===== src/rtl/ram_port_arbiter_pkg.sv =====
// Shared types for the data-RAM port arbiter: FSM states,
// requester indices, operation decode and round-robin step.
package ram_port_arbiter_pkg;

  typedef enum logic [1:0] {
    ST_IDLE  = 2'd0,
    ST_GRANT = 2'd1,
    ST_WAIT  = 2'd2,
    ST_ACK   = 2'd3
  } state_t;

  typedef enum logic [1:0] {
    OP_NULL = 2'd0,
    OP_WR   = 2'd1,
    OP_RD   = 2'd2
  } op_t;

  localparam logic [1:0] REQ_I   = 2'd0;
  localparam logic [1:0] REQ_S   = 2'd1;
  localparam logic [1:0] REQ_A   = 2'd2;
  localparam int         NUM_REQ = 3;

  // WR wins when both strobes are set.
  function automatic op_t decode_op(
    input logic rd,
    input logic wr
  );
    if (wr) return OP_WR;
    if (rd) return OP_RD;
    return OP_NULL;
  endfunction

  function automatic logic [1:0] rr_next(
    input logic [1:0] idx
  );
    return (idx >= REQ_A) ? REQ_I : idx + 2'd1;
  endfunction

endpackage


===== src/rtl/ram_port_arbiter_rr_pick3.sv =====
// Combinational 3-way round-robin picker.
// Ports: req (eligible vector), last (previous owner) -> grant, valid.
module rr_pick3
  import ram_port_arbiter_pkg::*;
(
  input  logic [NUM_REQ-1:0] req,
  input  logic [1:0]         last,
  output logic [1:0]         grant,
  output logic               valid
);

  logic [1:0] c0;
  logic [1:0] c1;
  logic [1:0] c2;

  always_comb begin
    c0    = rr_next(last);
    c1    = rr_next(c0);
    c2    = rr_next(c1);
    valid = |req;
    grant = c0;
    if (req[c0])      grant = c0;
    else if (req[c1]) grant = c1;
    else if (req[c2]) grant = c2;
  end

endmodule


===== src/rtl/ram_port_arbiter.sv =====
// Round-robin arbiter sharing one single-port RAM among I/S/A requesters.
// Ports: iCLK, iRST (sync, active-low); per-requester iCE/iRD/iWR/iADDR/
// iWDATA in, oRDATA/oACK out; RAM side oRAM_CE/RD/WR/ADDR/WDATA, iRAM_RDATA;
// status oBUSY, oOWNER. Define AMO_LOCK_EN to hold A's read-modify-write
// atomic against the other requesters.
module ram_port_arbiter
  import ram_port_arbiter_pkg::*;
#(
  parameter int RD_LATENCY = 1,
  parameter int ADDR_W     = 8,
  parameter int DATA_W     = 32
) (
  input  logic              iCLK,
  input  logic              iRST,
  input  logic              iCE_I,
  input  logic              iCE_S,
  input  logic              iCE_A,
  input  logic              iRD_I,
  input  logic              iRD_S,
  input  logic              iRD_A,
  input  logic              iWR_I,
  input  logic              iWR_S,
  input  logic              iWR_A,
  input  logic [ADDR_W-1:0] iADDR_I,
  input  logic [ADDR_W-1:0] iADDR_S,
  input  logic [ADDR_W-1:0] iADDR_A,
  input  logic [DATA_W-1:0] iWDATA_I,
  input  logic [DATA_W-1:0] iWDATA_S,
  input  logic [DATA_W-1:0] iWDATA_A,
  output logic [DATA_W-1:0] oRDATA_I,
  output logic [DATA_W-1:0] oRDATA_S,
  output logic [DATA_W-1:0] oRDATA_A,
  output logic              oACK_I,
  output logic              oACK_S,
  output logic              oACK_A,
  output logic              oRAM_CE,
  output logic              oRAM_RD,
  output logic              oRAM_WR,
  output logic [ADDR_W-1:0] oRAM_ADDR,
  output logic [DATA_W-1:0] oRAM_WDATA,
  input  logic [DATA_W-1:0] iRAM_RDATA,
  output logic              oBUSY,
  output logic [1:0]        oOWNER
);

  localparam int             CNT_W    = 2;
  localparam logic [CNT_W-1:0] CNT_LOAD = CNT_W'(RD_LATENCY - 1);

  state_t              state;
  state_t              state_nx;
  op_t                 op;
  op_t                 sel_op;
  logic [1:0]          owner;
  logic [1:0]          ptr;
  logic [1:0]          pick;
  logic                pick_vld;
  logic                sel_rd;
  logic                sel_wr;
  logic [ADDR_W-1:0]   sel_addr;
  logic [DATA_W-1:0]   sel_wdata;
  logic [ADDR_W-1:0]   addr_q;
  logic [DATA_W-1:0]   wdata_q;
  logic [CNT_W-1:0]    cnt;
  logic                ack_q;
  logic [NUM_REQ-1:0]  ce_v;
  logic [NUM_REQ-1:0]  mask;
  logic [NUM_REQ-1:0]  elig;
  logic                in_grant;

  assign ce_v = {iCE_A, iCE_S, iCE_I};
  // Whoever was acked last cycle sits out one IDLE cycle.
  assign mask = ack_q ? (NUM_REQ'(1) << owner) : '0;

`ifdef AMO_LOCK_EN
  logic lock;
  assign elig = lock ? {iCE_A, 2'b00} : (ce_v & ~mask);
`else
  assign elig = ce_v & ~mask;
`endif

  rr_pick3 u_pick (
    .req   (elig),
    .last  (ptr),
    .grant (pick),
    .valid (pick_vld)
  );

  always_comb begin
    sel_rd    = iRD_I;
    sel_wr    = iWR_I;
    sel_addr  = iADDR_I;
    sel_wdata = iWDATA_I;
    unique case (pick)
      REQ_S: begin
        sel_rd    = iRD_S;
        sel_wr    = iWR_S;
        sel_addr  = iADDR_S;
        sel_wdata = iWDATA_S;
      end
      REQ_A: begin
        sel_rd    = iRD_A;
        sel_wr    = iWR_A;
        sel_addr  = iADDR_A;
        sel_wdata = iWDATA_A;
      end
      default: ;
    endcase
    sel_op = decode_op(sel_rd, sel_wr);
  end

  always_comb begin
    state_nx = state;
    unique case (state)
      ST_IDLE:
        if (pick_vld)
          state_nx = (sel_op == OP_NULL) ? ST_ACK : ST_GRANT;
      ST_GRANT:
        state_nx = (op == OP_WR) ? ST_ACK : ST_WAIT;
      ST_WAIT:
        if (cnt == '0) state_nx = ST_ACK;
      ST_ACK:
        state_nx = ST_IDLE;
      default:
        state_nx = ST_IDLE;
    endcase
  end

  always_ff @(posedge iCLK) begin
    if (!iRST) begin
      state    <= ST_IDLE;
      op       <= OP_NULL;
      owner    <= REQ_I;
      ptr      <= REQ_A;
      addr_q   <= '0;
      wdata_q  <= '0;
      cnt      <= '0;
      ack_q    <= 1'b0;
      oRDATA_I <= '0;
      oRDATA_S <= '0;
      oRDATA_A <= '0;
`ifdef AMO_LOCK_EN
      lock     <= 1'b0;
`endif
    end else begin
      state <= state_nx;
      ack_q <= (state == ST_ACK);
      if (state == ST_IDLE && pick_vld) begin
        owner   <= pick;
        ptr     <= pick;
        op      <= sel_op;
        addr_q  <= sel_addr;
        wdata_q <= sel_wdata;
      end
      if (state == ST_GRANT)
        cnt <= CNT_LOAD;
      else if (state == ST_WAIT)
        cnt <= cnt - 1'b1;
      if (state == ST_WAIT && cnt == '0) begin
        unique case (owner)
          REQ_I:   oRDATA_I <= iRAM_RDATA;
          REQ_S:   oRDATA_S <= iRAM_RDATA;
          REQ_A:   oRDATA_A <= iRAM_RDATA;
          default: ;
        endcase
      end
`ifdef AMO_LOCK_EN
      if (state == ST_ACK && owner == REQ_A) begin
        if (op == OP_RD)      lock <= 1'b1;
        else if (op == OP_WR) lock <= 1'b0;
      end else if (state == ST_IDLE && lock && !iCE_A) begin
        lock <= 1'b0;
      end
`endif
    end
  end

  assign in_grant   = (state == ST_GRANT);
  assign oRAM_CE    = in_grant;
  assign oRAM_WR    = in_grant && (op == OP_WR);
  assign oRAM_RD    = in_grant && (op == OP_RD);
  assign oRAM_ADDR  = in_grant ? addr_q : '0;
  assign oRAM_WDATA = in_grant ? wdata_q : '0;
  assign oACK_I     = (state == ST_ACK) && (owner == REQ_I);
  assign oACK_S     = (state == ST_ACK) && (owner == REQ_S);
  assign oACK_A     = (state == ST_ACK) && (owner == REQ_A);
  assign oBUSY      = (state != ST_IDLE);
  assign oOWNER     = owner;

endmodule


===== config.mk =====
export PLATFORM = sky130hd
export DESIGN_NAME = ram_port_arbiter
export DESIGN_NICKNAME = d
export VERILOG_FILES = /design/src/rtl/ram_port_arbiter_pkg.sv /design/src/rtl/ram_port_arbiter_rr_pick3.sv /design/src/rtl/ram_port_arbiter.sv
export SDC_FILE = /design/constraint.sdc
export NUM_CORES = 1
export LEC_CHECK = 0
export ABC_AREA = 1
export CAP_MARGIN = 40
export CORE_ASPECT_RATIO = 1.2
export CORE_MARGIN = 1
export CORE_UTILIZATION = 45
export CTS_BUF_LIST = sky130_fd_sc_hd__clkbuf_2
export DETAILED_ROUTE_END_ITERATION = 10
export DONT_BUFFER_PORTS = 1
export GPL_TIMING_DRIVEN = 0
export PLACE_DENSITY = 0.66
export SETUP_SLACK_MARGIN = 0.02
export SYNTH_ARGS = -nofsm -noshare
export SYNTH_HDL_FRONTEND = slang
export SYNTH_SLANG_ARGS = --single-unit
export TNS_END_PERCENT = 5

===== constraint.sdc =====
create_clock -name iCLK -period 2.1 [get_ports iCLK]
set_input_delay 0.42 -clock iCLK [delete_from_list [all_inputs] [get_ports iCLK]]
set_output_delay 0.42 -clock iCLK [all_outputs]
set_load 0.01 [all_outputs]

==> impl_metrics.env, run 1 <==
export IMPL_status="finished with violations"
export IMPL_violations="negative setup slack"
export IMPL_fin_util_pct=66.4
export IMPL_pin_count=308
export IMPL_setup_ws_ns=-0.262
export IMPL_fmax_mhz=423
export IMPL_syn_nets=1065
export IMPL_drive_gt1_share_pct=16.9
export IMPL_clock_root_buffer="clkbuf_2"
export IMPL_die_width_um=111
export IMPL_worstSkewPairLatency_ns=0.76
export IMPL_grt_pass1_wl_mm=36.8
export IMPL_crit_type="reg -> reg"
export IMPL_dpl_cell_count=1066
export IMPL_grtUsageTotal_pct=31.8
export IMPL_vdd_drop_max_v=0.00103
export IMPL_vias_per_cell=5.85
export IMPL_gr_total_overflow=0
export IMPL_area_growth_pct=43.3
export IMPL_p_leak_uw=0.00400
export IMPL_rows=47
export IMPL_multi_input_area_um2=3190
export IMPL_timing_hold_violations_final=0
export IMPL_cts_tree="yes"
export IMPL_dp_hpwl_mm=14.8
export IMPL_clk_pin_slew_ns=0.25
export IMPL_synth_area_leaders="dfxtp_1 (46%), nor2_1 (12%), o21ai_0 (10%)"
export IMPL_ys_warn_count=0
export IMPL_synth_commonest_cells="nor2_1 (204), nand2_1 (150), dfxtp_1 (146), o21ai_0 (133), inv_1 (63)"
export IMPL_holdCritPathClass="in -> reg"
export IMPL_nFillCells=1071
export IMPL_report_final_slew_viol_count=0
export IMPL_yosysMostFrequentCell="nor2_1"
export IMPL_netlist_area_leader_share_pct=45.7
export IMPL_critPathArrivalTime_ns=3.01
export IMPL_holdWs_ns=0.0419
export IMPL_slew_headroom_pct=59.1
export IMPL_setup_tns_ns=-14.95
export IMPL_path_max_fanout=10
export IMPL_antenna_found_initial=1
export IMPL_start_util_pct=46.3
export IMPL_reg2reg_from="oOWNER[1]$_SDFFE_PN0P_"
export IMPL_cts_buffers=17
export IMPL_grt_max_degree=17
export IMPL_rsz0062_at_grt="yes"
export IMPL_yosysTopAreaCell="dfxtp_1"
export IMPL_cts_sinks=146
export IMPL_worst_slew_pin_slew_ns=0.613
export IMPL_setup_violations=88
export IMPL_maxCapViolations=0
export IMPL_remaining_drc_errors=0
export IMPL_die_height_um=133
export IMPL_dr_pass1_iters=9
export IMPL_critPathRequiredTime_ns=2.75
export IMPL_seqCellArea_um2=2930
export IMPL_worstSetupStartpointType="register"
export IMPL_timing_final_crit_period_ns=2.36
export IMPL_wl_per_cell_um=20.1
export IMPL_synthesis_area_um2=6400
export IMPL_wl_mm=25.5
export IMPL_synth_edff_count=0
export IMPL_grt_pass1_vias=7131
export IMPL_instances_no_fill=1265
export IMPL_ys_async_sr_fraction_pct=0
export IMPL_endpoint_kind="register"
export IMPL_syn_area_per_cell_um2=7.15
export IMPL_gp_congestion=0.842
export IMPL_skew_ns=0.0497
export IMPL_r2r_end="addr_q[7]$_SDFFE_PN0P_"
export IMPL_placed_cell_area_um2=6630
export IMPL_cts_buffer_depth=2
export IMPL_die_area_um2=14700
export IMPL_stdcell_area_um2=9170
export IMPL_synthCells=895
export IMPL_ys_types=25
export IMPL_fp_coreArea_um2=13800
export IMPL_power_density_nw_per_um2=1250
export IMPL_synth_flop_cell="dfxtp_1"
export IMPL_r2r_slack_ns=-0.26
export IMPL_hold_depth=3
export IMPL_yosysSeqAreaShare_pct=45.7
export IMPL_vias=7406
export IMPL_io_buffers=0
export IMPL_ant_nets=0
export IMPL_reg2reg_depth=15
export IMPL_drt_first_iter_violations=674
export IMPL_worstHoldStart="iWDATA_S[4]"
export IMPL_synth_seq_cells=146
export IMPL_ctsHtreeMaxLevel=4
export IMPL_holdPathEnd="wdata_q[4]$_SDFFE_PN0P_"
export IMPL_timing_final_crit_share_pct=112
export IMPL_fin_nets=1251
stage by stage:
stage | setup slack [ns] | total power (uW)
global placement | -0.433 | 7400
finish | -0.262 | 11400
CTS | -0.186 | 10600
floorplan | -0.000642 | 6550
global route | -0.402 | 11900
detailed placement | -0.447 | 7430
critical path: stages (launching register included):
cell and delay, ns:
dfxtp_4 0.43, buf_8 0.14, nor2_4 0.09, nand2_2 0.08
nand3_2 0.06, nand2_1 0.06, nor2_2 0.12, a21oi_1 0.08
nand2_1 0.08, nand2_2 0.11, ha_4 0.40, clkinv_8 0.10
buf_4 0.16, clkbuf_16 0.16, nand2_1 0.08, a31oi_1 0.10
kinds of logic after synthesis:
group	synth area share (%)
flops	45.7
simple gates	22.4
buf+inv	8.72
compound gates	21.9
fa+ha+maj	1.37
how the worst max path moves through the flow:
stage / endpoint / cells after the start / from
global route: op[1]$_SDFFE_PN0P_ / 18 / oOWNER[1]$_SDFFE_PN0P_
finish: addr_q[7]$_SDFFE_PN0P_ / 15 / oOWNER[1]$_SDFFE_PN0P_
floorplan: addr_q[0]$_SDFFE_PN0P_ / 15 / oOWNER[1]$_SDFFE_PN0P_
detailed placement: wdata_q[7]$_SDFFE_PN0P_ / 14 / oOWNER[0]$_SDFFE_PN0P_
global placement: wdata_q[7]$_SDFFE_PN0P_ / 14 / oOWNER[0]$_SDFFE_PN0P_
CTS: oRAM_WDATA[24] / 6 / state[1]$_SDFFE_PN0P_
layout by cell type, fill, tap and decap left out, drive strengths merged, types with 34 or more instances in the layout:
cell         instances
a31oi               41
o21ai              145
dlygate4sd3        155
nor2               204
a22o                41
clkbuf              63
nand2              153
dfxtp              146
buf                 34
inv                 69
layer usage:
layer / track usage (%) / wire length, um
met1: 33.0 / 8790
met2: 55.6 / 12600
met3: 9.44 / 2440
met4: 21.3 / 1670
met5: 0 / 0
sequential cells by signal, indices dropped and copies added (netlist names):
name      count
ptr           1
ack_q         1
addr_q        8
oRDATA_I     32
oRDATA_A     32
state         2
wdata_q      32
oOWNER        2
oRDATA_S     32
cnt           2
op            2
final cells by class:
type,count,share of cell area [%]
clock buffers,17,0.928
flip-flops and latches,146,32.0
plain buffers,65,6.06
clock inverters,14,2.47
multi-input cells,615,34.8
well taps,171,2.33
diodes,1,0.0273
inverters,66,3.03
repair buffers,170,18.4
timing repair:
item                                    CTS  global route
cloned                                    1             1
endpoints found under the setup margin   89           136
hold buffers                            155             0
pin swaps                                 5            19
gates resized for setup                 143            51
setup buffers                             6             7
hold endpoints to repair                141             0
power breakdown:
part / switching [uW] / internal, uW
registers: 619 / 3430
logic: 3120 / 2230
clock network: 1130 / 919
total: 4860 / 6580
Note: power is estimated with default switching activity, not from simulation.
==> run 2, diff against run 1 <==
==> constraint.sdc (replaced) <==
create_clock -name iCLK -period 2.1 [get_ports iCLK]
set_input_delay 0.42 -clock iCLK [delete_from_list [all_inputs] [get_ports iCLK]]
set_output_delay 0.42 -clock iCLK [all_outputs]
set_load 0.1 [all_outputs]
==> impl_metrics.env, run 2 (same netlist as run 1, synthesis figures left out) <==
export IMPL_nFillCells=761
export IMPL_drive_gt1_share_pct=25.6
export IMPL_path_max_fanout=5
export IMPL_grtUsageTotal_pct=38.9
export IMPL_rows=47
export IMPL_violations="negative setup slack"
export IMPL_rsz0062_at_grt="yes"
export IMPL_wl_mm=29.3
export IMPL_area_growth_pct=70.6
export IMPL_setup_ws_ns=-0.672
export IMPL_remaining_drc_errors=0
export IMPL_cts_tree="yes"
export IMPL_slew_headroom_pct=62.1
export IMPL_timing_final_crit_period_ns=2.77
export IMPL_report_final_slew_viol_count=0
export IMPL_vias_per_cell=5.98
export IMPL_setup_violations=90
export IMPL_die_area_um2=14700
export IMPL_antenna_found_initial=1
export IMPL_fin_nets=1334
export IMPL_grt_pass1_wl_mm=44.7
export IMPL_instances_no_fill=1348
export IMPL_skew_ns=0.0501
export IMPL_clock_root_buffer="clkbuf_2"
export IMPL_timing_hold_violations_final=0
export IMPL_holdWs_ns=0.0312
export IMPL_dp_hpwl_mm=17.3
export IMPL_crit_type="reg -> out"
export IMPL_status="finished with violations"
export IMPL_power_density_nw_per_um2=1390
export IMPL_worst_slew_pin_slew_ns=0.568
export IMPL_worstSetupStartpointType="register"
export IMPL_ant_nets=0
export IMPL_pin_count=308
export IMPL_endpoint_kind="primary output"
export IMPL_cts_buffer_depth=2
export IMPL_cts_sinks=146
export IMPL_ctsHtreeMaxLevel=4
export IMPL_gp_congestion=0.815
export IMPL_clk_pin_slew_ns=0.22
export IMPL_io_buffers=0
export IMPL_die_height_um=133
export IMPL_grt_pass1_vias=8146
export IMPL_layout_commonest_cell="nor2_1"
export IMPL_critPathArrivalTime_ns=2.35
export IMPL_die_width_um=111
export IMPL_wl_per_cell_um=21.7
export IMPL_cts_buffers=17
export IMPL_dpl_cell_count=1168
export IMPL_dr_pass1_iters=6
export IMPL_timing_final_crit_share_pct=132
export IMPL_critPathRequiredTime_ns=1.68
export IMPL_drt_first_iter_violations=881
export IMPL_holdCritPathClass="in -> reg"
export IMPL_fp_coreArea_um2=13800
export IMPL_worstSkewPairLatency_ns=0.76
export IMPL_grt_max_degree=17
export IMPL_maxCapViolations=0
export IMPL_final_cell_mix="nor2_1 (200), dfxtp_1 (142), dlygate4sd3_1 (139)"
export IMPL_vias=8066
export IMPL_p_leak_uw=0.00451
export IMPL_vdd_drop_max_v=0.000963
export IMPL_gr_total_overflow=0
export IMPL_fmax_mhz=361
export IMPL_start_util_pct=46.3
==> run 2: critical path: stages, from the launching register on <==
cell	delay, ns
dfxtp_2	0.37
inv_2	0.07
ha_4	0.36
clkbuf_8	0.24
clkbuf_16	0.15
nand2_2	0.07
clkinvlp_4	0.35
==> run 2: layer usage <==
layer	up-vias	share of wire (%)	track usage (%)
li1	3463	-	-
met1	3719	33	39.2
met2	698	52	70.9
met3	186	9.6	10.8
met4	0	5.8	23.6
met5	-	0	0
==> run 2: power by group <==
group          switching (uW)  internal [uW]  total, uW
Combinational            6240           2840       9080
Clock                    1120            800       1920
Sequential                692           3430       4120
Total                    8050           7070      15100
==> run 2: cell type report <==
type / count / area, um2 / share of cell area, %
timing repair buffer: 250 / 3430 / 31.4
multi-input combinational: 615 / 3170 / 29.0
sequential: 146 / 2930 / 26.9
buffer: 68 / 497 / 4.55
inverter: 66 / 402 / 3.68
tap: 171 / 214 / 1.96
clock inverter: 12 / 179 / 1.64
clock buffer: 19 / 95.1 / 0.871
antenna: 1 / 2.50 / 0.0229
==> run 2: path summary, 6_finish.rpt <==
check / startpoint / endpoint / slack (ns) / cells after the start
worst max register to register: oOWNER[1]$_SDFFE_PN0P_ / op[1]$_SDFFE_PN0P_ / -0.54 / 19
worst max-delay path: state[1]$_SDFFE_PN0P_ / oRAM_WDATA[26] / -0.67 / 6
worst min register to register: cnt[0]$_SDFFE_PP0N_ / cnt[0]$_SDFFE_PP0N_ / 0.48 / 2
worst min-delay path: iWDATA_A[24] / wdata_q[24]$_SDFFE_PN0P_ / 0.03 / 3
==> run 2: metrics by stage <==
stage	setup WS [ns]	total power, uW	setup TNS [ns]	utilization [%]	instance area (um2)
floorplan	-0.313	9710	-20.42	-	6640
global placement	-0.765	10600	-54.96	49.6	6850
detailed placement	-0.835	11800	-57.46	63.4	8770
CTS	-0.705	14400	-46.87	77.8	10800
global route	-0.796	15700	-59.29	79.0	10900
finish	-0.672	15100	-45.90	79.0	10900
==> run 2: timing repair <==
item / in CTS / in global routing
endpoints found under the hold margin: 137 / 2
cloned: 4 / 1
gates resized for setup: 90 / 62
hold buffers: 137 / 2
setup buffers: 2 / 2
pin swaps: 5 / 9
setup endpoints to repair: 144 / 158
